[config.mk]
export PLATFORM = sky130hd
export DESIGN_NAME = program_loader
export DESIGN_NICKNAME = d
export VERILOG_FILES = /design/src/rtl/program_loader_pkg.sv /design/src/rtl/program_loader_byte_packer.sv /design/src/rtl/program_loader.sv
export SDC_FILE = /design/constraint.sdc
export NUM_CORES = 1
export LEC_CHECK = 0
export CAP_MARGIN = 20
export CORE_MARGIN = 1.5
export CORE_UTILIZATION = 55
export DETAILED_ROUTE_END_ITERATION = 8
export PLACE_DENSITY = 0.71
export SLEW_MARGIN = 20
export SYNTH_ARGS = -nofsm -noshare
export SYNTH_HDL_FRONTEND = slang
export SYNTH_HIERARCHICAL = 1
export SYNTH_SLANG_ARGS = --single-unit
[constraint.sdc]
create_clock -name clk -period 6.1 [get_ports clk]
set_input_delay 1.83 -clock clk [delete_from_list [all_inputs] [get_ports clk]]
set_output_delay 1.83 -clock clk [all_outputs]
set_load 0.02 [all_outputs]
[src/rtl/program_loader_pkg.sv]
// Shared types for the instruction loader: FSM state encoding and word geometry.
package program_loader_pkg;
  localparam int BYTES_PER_WORD = 4;

  typedef enum logic [2:0] {
    IDLE,
    COLLECT,
    CHECK,
    SYNC,
    BURST,
    FLUSH,
    RUN,
    ERROR
  } state_t;
endpackage

[src/rtl/program_loader_byte_packer.sv]
// Packs MSB-first bytes into 32-bit words; word_vld is combinational on the 4th accepted byte.
// No backpressure of its own: every i_byte_vld cycle is an accepted byte.
module byte_packer
  import program_loader_pkg::*;
(
  input  logic        clk,
  input  logic        Reset,
  input  logic        i_clear,
  input  logic        i_byte_vld,
  input  logic [7:0]  i_byte_dat,
  output logic        o_word_vld,
  output logic [31:0] o_word_dat
);
  logic [23:0] r_shift;
  logic [1:0]  r_cnt;

  always_ff @(posedge clk) begin
    if (!Reset || i_clear) begin
      r_shift <= '0;
      r_cnt   <= '0;
    end else if (i_byte_vld) begin
      r_shift <= {r_shift[15:0], i_byte_dat};
      r_cnt   <= r_cnt + 2'd1;
    end
  end

  assign o_word_vld = i_byte_vld && (r_cnt == 2'(BYTES_PER_WORD - 1));
  assign o_word_dat = {r_shift, i_byte_dat};
endmodule

[src/rtl/program_loader.sv]
// Buffers a byte stream as words, then bursts them gaplessly to the CPU; last byte at T -> first strobe T+2.
// Optional LOADER_CHECKSUM_EN adds an XOR checksum byte after the data; rx_ready is only high while collecting.
module program_loader
  import program_loader_pkg::*;
#(
  parameter int MAX_WORDS = 32,
  parameter int CNT_W     = 6
) (
  input  logic             clk,
  input  logic             Reset,
  input  logic             start,
  input  logic [CNT_W-1:0] prog_len,
  input  logic [7:0]       rx_data,
  input  logic             rx_valid,
  output logic             rx_ready,
  output logic [31:0]      Instruction,
  output logic             LoadInstructions,
  output logic             cpu_reset,
  output logic             busy,
  output logic             done,
  output logic             error
);
  localparam int PTR_W = CNT_W - 1;
  localparam logic [CNT_W-1:0] MAX_LEN = CNT_W'(MAX_WORDS);

  state_t r_state, w_next;

  logic [31:0]      r_buf [MAX_WORDS];
  logic [PTR_W-1:0] r_wr_ptr, r_rd_ptr;
  logic [CNT_W-1:0] r_len, r_count;
  logic [31:0]      r_instr;

  logic             w_load_start, w_len_ok, w_byte_vld, w_word_vld, w_last;
  logic [31:0]      w_word;
  logic [CNT_W-1:0] w_count_inc;

`ifdef LOADER_CHECKSUM_EN
  logic [7:0] r_xsum;
`endif

  // RUN and ERROR accept a new load exactly as IDLE does.
  assign w_load_start = start && (r_state == IDLE || r_state == RUN || r_state == ERROR);
  assign w_len_ok     = (prog_len != '0) && (prog_len <= MAX_LEN);
  assign w_byte_vld   = (r_state == COLLECT) && rx_valid;
  assign w_count_inc  = r_count + CNT_W'(1);
  assign w_last       = (w_count_inc == r_len);

  byte_packer u_packer (
    .clk        (clk),
    .Reset      (Reset),
    .i_clear    (w_load_start),
    .i_byte_vld (w_byte_vld),
    .i_byte_dat (rx_data),
    .o_word_vld (w_word_vld),
    .o_word_dat (w_word)
  );

  always_ff @(posedge clk) begin
    if (!Reset) r_state <= IDLE;
    else        r_state <= w_next;
  end

  always_comb begin
    w_next           = r_state;
    rx_ready         = 1'b0;
    LoadInstructions = 1'b0;
    cpu_reset        = 1'b1;
    busy             = 1'b0;
    done             = 1'b0;
    error            = 1'b0;
    case (r_state)
      IDLE, RUN, ERROR: begin
        if (r_state == RUN)   begin cpu_reset = 1'b0; done = 1'b1; end
        if (r_state == ERROR) error = 1'b1;
        if (start) w_next = w_len_ok ? COLLECT : ERROR;
      end
      COLLECT: begin
        rx_ready = 1'b1;
        busy     = 1'b1;
`ifdef LOADER_CHECKSUM_EN
        if (w_word_vld && w_last) w_next = CHECK;
`else
        if (w_word_vld && w_last) w_next = SYNC;
`endif
      end
`ifdef LOADER_CHECKSUM_EN
      CHECK: begin
        rx_ready = 1'b1;
        busy     = 1'b1;
        if (rx_valid) w_next = (rx_data == r_xsum) ? SYNC : ERROR;
      end
`endif
      SYNC: begin
        busy   = 1'b1;
        w_next = BURST;
      end
      BURST: begin
        busy             = 1'b1;
        cpu_reset        = 1'b0;
        LoadInstructions = 1'b1;
        if (w_last) w_next = FLUSH;
      end
      FLUSH: begin
        busy   = 1'b1;
        w_next = RUN;
      end
      default: w_next = IDLE;
    endcase
  end

  always_ff @(posedge clk) begin
    if (Reset && w_byte_vld && w_word_vld) r_buf[r_wr_ptr] <= w_word;
  end

  always_ff @(posedge clk) begin
    if (!Reset) begin
      r_wr_ptr <= '0;
      r_rd_ptr <= '0;
      r_len    <= '0;
      r_count  <= '0;
      r_instr  <= '0;
`ifdef LOADER_CHECKSUM_EN
      r_xsum   <= '0;
`endif
    end else if (w_load_start) begin
      r_wr_ptr <= '0;
      r_count  <= '0;
      r_len    <= prog_len;
`ifdef LOADER_CHECKSUM_EN
      r_xsum   <= '0;
`endif
    end else begin
      case (r_state)
        COLLECT: begin
`ifdef LOADER_CHECKSUM_EN
          if (rx_valid) r_xsum <= r_xsum ^ rx_data;
`endif
          if (w_word_vld) begin
            r_wr_ptr <= r_wr_ptr + PTR_W'(1);
            r_count  <= w_count_inc;
          end
        end
        // Instruction is registered, so word k+1 is fetched while word k is on the bus.
        SYNC: begin
          r_instr  <= r_buf[0];
          r_rd_ptr <= PTR_W'(1);
          r_count  <= '0;
        end
        BURST: begin
          r_instr  <= r_buf[r_rd_ptr];
          r_rd_ptr <= r_rd_ptr + PTR_W'(1);
          r_count  <= w_count_inc;
        end
        default: ;
      endcase
    end
  end

  assign Instruction = r_instr;
endmodule

==> impl_metrics.tcl, run 1 <==
set metrics [dict create \
    syn_area_um2 42800 \
    cts_resized 0 \
    rows 102 \
    synthCells 1973 \
    final_nets 2116 \
    clock_skew_ns 0.0172 \
    powerDensity_nw_per_um2 362 \
    hp-class "reg -> reg" \
    postSynthAreaPerCell_um2 21.7 \
    drc 0 \
    synth_top_flop_cell "edfxtp_1" \
    status "complete, no violations" \
    grt_start_max_net_pins 59 \
    synth-edff-count 1024 \
    ant_nets 0 \
    grtUsageMet1 0.401 \
    final_layout_size_suffix_gt1_frac 0.286 \
    clockRootBuffer "clkbuf_16" \
    dp_slack_ns 1.04 \
    drt_first_pass_iters 5 \
    p_leak_nw 15.0 \
    ir_worst_vdd_mv 0.258 \
    cts_buffers 108 \
    die_h_um 282 \
    finalSetupViolations 0 \
    coreArea_um2 77200 \
    synthArstFlopShare 0 \
    grt-ovfl-total 0 \
    min-delay-start "u_packer/r_shift[9]" \
    die_area_um2 79400 \
    vias 20700 \
    gp_congestion 0.847 \
    pin_count 56 \
    gr-usage-met3 0.0418 \
    timing.hold.ws_ns 0.494 \
    initial_core_util 0.554 \
    grt_pass1_wl_um 149000 \
    yosysSeqAreaShare 0.760 \
    slew-limit-headroom 0.261 \
    critPathMaxFanout 32 \
    syn_nets 1998 \
    power_mw 17.5 \
    area_delta_synth_final_pct 13.3 \
    yosys.area.top_type "edfxtp_1" \
    synth_common_cells "edfxtp_1 (1024), mux4_2 (320), nand2_1 (111), dfxtp_1 (88), nor2_1 (75)" \
    grt_pass1_vias 20400 \
    finalMaxSlewViolations 0 \
    antenna_found_initial 7 \
    final_util 0.627 \
    min_period_over_period 0.707 \
    rsz0062_at_grt "false" \
    top_usage_layer "met2" \
    synth_cell_types 44 \
    yosysMostFrequentCell "edfxtp_1" \
    io_buffers 55 \
    grt_usage 0.270 \
    cts.sinks 1112 \
    tns_ns 0 \
    path_class "in -> reg" \
    insertion_delay_ns 0.67 \
    die_w_um 282 \
    ctsHtreeMaxLevel 3 \
    start_kind "primary input" \
    worst_slack_ns 1.78 \
    drt_wl_total_um 104000 \
    r2r-start "r_state[2]" \
    crit_chain "clkdlybuf4s50_1 -> and3_2 -> and2_1 -> nand2_1 -> nor3_1 -> buf_4 -> and3_1 -> nand2_1 -> buf_4 -> nor2_4" \
    max_freq_mhz 232 \
    drt-vias-per-instance 6.42 \
    crit_path_top_delay_cell "nor2_4" \
    synth_top_area_frac 0.719 \
    wl_per_cell_um 32.2 \
    synth_warnings 6 \
    arrival_ns 4.59 \
    drtIter0Drc 2870 \
    layout_min_cycle_time_ns 4.32 \
    hold_buffers 0 \
    ys_ff_latch 1112 \
    max_stage_delay_ns 0.85 \
    crit_start "rx_valid" \
    path_delay_family "simple AND/OR/NAND/NOR gates" \
    dp_hpwl_um 63700 \
    post-cts-setup-buffers 0 \
    gr-usage-met2 0.422 \
    synth_area_leaders "edfxtp_1 (72%), mux4_2 (17%), dfxtp_1 (4.1%)" \
    cts.reportedPaths.clkPinSlew_ns 0.06 \
    nFillCells 5096 \
    hold_viol_final 0 \
    end_kind "flop" \
    cap_violations 0 \
    cp_num_buf_inv 3 \
    critical_path_required_ns 6.37 \
    clockBufferDepth 3 \
    cts_tree "done" \
    worst_slew_pin_slew_ns 1.11 \
]
-- per-layer routing --
metal / wire length [um] / vias up
met5: 0 / -
met1: 41200 / 11000
met4: 2800 / 0
li1: - / 8401
met3: 9480 / 143
met2: 50500 / 1140
-- area by class of cell --
cell class,instances,area (um^2),share of cell area
diodes,1,2.50,0.0000517
flip-flops and latches,1112,32500,0.672
well taps,1040,1300,0.0269
inverters,8,30.0,0.000620
clock inverters,68,638,0.0132
clock buffers,136,2890,0.0597
repair buffers,125,1140,0.0236
multi-input cells,736,9880,0.204
-- metrics by stage --
| stage | instance area [um^2] | std cells |
|---|---|---|
| after global routing | 48400 | 3225 |
| after global placement | 44800 | 3017 |
| after detailed placement | 44800 | 3017 |
| final | 48400 | 3226 |
| after CTS | 48300 | 3221 |
| after floorplan | 42800 | 1973 |
-- final timing paths --
path / to / slack [ns] / depth (start not counted)
worst max-delay path: r_buf[24][30] / 1.78 / 10
worst min-delay path: u_packer/r_shift[9] / 0.49 / 2
worst max register to register: r_buf[24][30] / 2.79 / 10
worst min register to register: u_packer/r_shift[9] / 0.49 / 2
-- worst min-delay path: stages (launching register included) --
cell,delay [ns]
dfxtp_1,0.32
mux2i_1,0.07
nor2_1,0.07
-- placed cells by master, fill, tap and decap left out, drive strengths merged, types with 16 or more instances in the layout --
cell type and count:
nand2 111, dfxtp 88, clkinv 43, edfxtp 1024, clkbuf 136, mux4 320, inv 16, a21oi 36
nand3 41, nor2 76, buf 78, clkdlybuf4s50 47, mux2i 66
-- cell families after synthesis --
| logic type | Yosys count | share of synthesized area |
|---|---|---|
| AOI/OAI and AO/OA | 57 | 0.00778 |
| xor gates and xnor gates | 17 | 0.00348 |
| adders and majority gates | 7 | 0.00205 |
| buffers and inverters | 125 | 0.0146 |
| DFF | 1112 | 0.760 |
| muxes | 386 | 0.184 |
| and+or+nand+nor | 269 | 0.0277 |
-- power breakdown --
part | switching (mW) | internal [mW] | leakage [nW]
Combinational | 1.24 | 1.06 | 3.02
Sequential | 0.224 | 8.38 | 10.2
Clock | 2.82 | 3.80 | 1.72
-- flip-flops by register name, indices dropped and copies added, names as in the netlist, named ones only --
name / count
r_buf: 1024
Instruction: 32
u_packer/r_shift: 24
r_count: 6
r_len: 6
r_rd_ptr: 5
r_wr_ptr: 5
r_state: 3
u_packer/r_cnt: 2
Power figures use the tool's default switching activity.
==> inputs of run 2 (changes only) <==
Clock period 6.1 ns to 4.4 ns, I/O delays scaled along.
==> run 2 against run 1 <==
Global-route usage rose by 0.62 points. Non-clock buffer count rose by 25. Combinational power rose by 42%. First-iteration DRC count rose by 5.5%. Utilization rose by 0.36 points. Worst hold slack barely moved. Sequential share of layout area fell by 0.38 points. Register-to-register slack got worse by 1.5 ns. Sequential power rose by 38%. Count of clock-buffer cells in the layout fell by 3. Critical path type is now reg -> out. Critical endpoint is now busy. Largest power group unchanged.
==> impl_metrics.tcl, run 2 (same netlist as run 1, synthesis figures left out) <==
set metrics [dict create \
    grt_pass1_wl_um 152000 \
    clock_skew_ns 0.0243 \
    drt_wl_total_um 106000 \
    pin_count 56 \
    rows 102 \
    ant_nets 0 \
    swShare 0.242 \
    drt_first_pass_iters 5 \
    cts.reportedPaths.clkPinSlew_ns 0.06 \
    layout_commonest_cell "edfxtp_1" \
    cts_resized 0 \
    gp_congestion 0.833 \
    insertion_delay_ns 0.67 \
    grt_pass1_vias 20600 \
    grt-ovfl-total 0 \
    arrival_ns 2.28 \
    vias 20800 \
    final_nets 2139 \
    path_class "reg -> out" \
    cts.sinks 1112 \
    met2WireLength_um 51200 \
    pwr-share-comb 0.134 \
    clockBufferDepth 3 \
    drtIter0Drc 3027 \
    largest_reg_flops 1024 \
    regMostFlops "r_buf" \
    ctsHtreeMaxLevel 3 \
    dp_hpwl_um 64600 \
    die_h_um 282 \
    drt-vias-per-instance 6.42 \
    final_layout_size_suffix_gt1_frac 0.295 \
    cts_buffers 106 \
    initial_core_util 0.554 \
    final_cell_mix "edfxtp_1 (1024), mux4_2 (320), nand2_1 (111)" \
    slew-limit-headroom 0.322 \
    place_inst 3046 \
    p_sw_mw 5.87 \
    hp-class "reg -> reg" \
    grt_usage 0.276 \
    min_period_over_period 0.817 \
    start_kind "flop" \
    cap_violations 0 \
    p_int_mw 18.4 \
    powerDensity_nw_per_um2 498 \
    post-cts-setup-buffers 0 \
    antenna_found_initial 7 \
    grt_start_max_net_pins 55 \
    finalMaxSlewViolations 0 \
    wl_per_cell_um 32.8 \
    wl_met1_um 41400 \
    timing.hold.ws_ns 0.494 \
    critical_path_required_ns 3.08 \
    fin_cells 3241 \
    ir_worst_vdd_mv 0.342 \
    hold_viol_final 0 \
    clockRootBuffer "clkbuf_16" \
    die_w_um 282 \
    rsz0062_at_grt "false" \
    coreArea_um2 77200 \
    status "complete, no violations" \
    seqPwrFrac 0.491 \
    area_delta_synth_final_pct 13.9 \
    max_freq_mhz 278 \
    drc 0 \
    die_area_um2 79400 \
    hold_buffers 0 \
    power_frac_clock 0.374 \
    p_leak_nw 15.2 \
    critPathMaxFanout 11 \
    highest_layer "met5" \
    finalSetupViolations 0 \
    worst_slew_pin_slew_ns 1.02 \
    io_buffers 55 \
    met3WireLength_um 10900 \
    end_kind "primary output" \
    layout_min_cycle_time_ns 3.60 \
    cts_tree "done" \
    power_mw 24.3 \
]
[run 2: cell types whose count changed in the layout (fill, tap and decap cells not counted), moves of 2 or more]
cell	delta
buf_12	+15
dfxtp_1	-4
clkinv_4	-2
diode_2	+3
dfxtp_2	+4
clkinv_1	-5
buf_4	+11
clkbuf_16	-2
inv_6	-4
bufinv_16	+2
clkinvlp_4	-3
clkbuf_1	-2
clkinv_2	+3
[run 2: routing by layer]
metal	up-vias	GRT usage
li1	8433	-
met1	11100	0.401
met2	1144	0.429
met3	141	0.0576
met4	4	0.0826
met5	-	0
[run 2: final timing paths]
| path | startpoint | slack [ns] | to | cells past startpoint |
|---|---|---|---|---|
| hold reg to reg | u_packer/r_shift[3] | 0.49 | u_packer/r_shift[3] | 2 |
| hold / removal | u_packer/r_shift[3] | 0.49 | u_packer/r_shift[3] | 2 |
| setup reg to reg | flop | 1.32 | Instruction[21] | 5 |
| setup / recovery | r_state[2] | 0.80 | busy | 3 |
[run 2: power groups by stage]
stage	Sequential [mW]	Combinational, mW	Clock (mW)
after floorplan	12.1	2.20	0
final	11.9	3.26	9.09
after global placement	12.1	3.23	0
after CTS	11.9	3.30	9.18
after detailed placement	12.2	3.27	0
after global routing	11.9	3.46	9.60
[run 2: worst max-delay path: stages (launching register included)]
cell	delay [ns]
dfxtp_1	0.58
inv_1	0.20
mux2i_1	0.21
clkdlybuf4s50_1	0.63
[run 2: metrics by stage]
step / TNS [ns] / worst slack (ns) / area, um^2 / util
global route: 0 / 0.709 / 48700 / 0.631
finish: 0 / 0.805 / 48700 / 0.631
CTS: 0 / 0.782 / 48700 / 0.631
floorplan: -280.52 / -0.278 / 42800 / -
detailed placement: 0 / 0.414 / 45200 / 0.586
global placement: 0 / 0.356 / 45200 / 0.586
[run 2: area by class of cell]
class,count,area (um^2)
diodes,4,10.0
clock buffers,133,2850
clock inverters,58,599
fillers,4997,28500
inverters,8,30.0
multi-input cells,736,9880
flip-flops and latches,1112,32500
well taps,1040,1300
repair buffers,150,1490
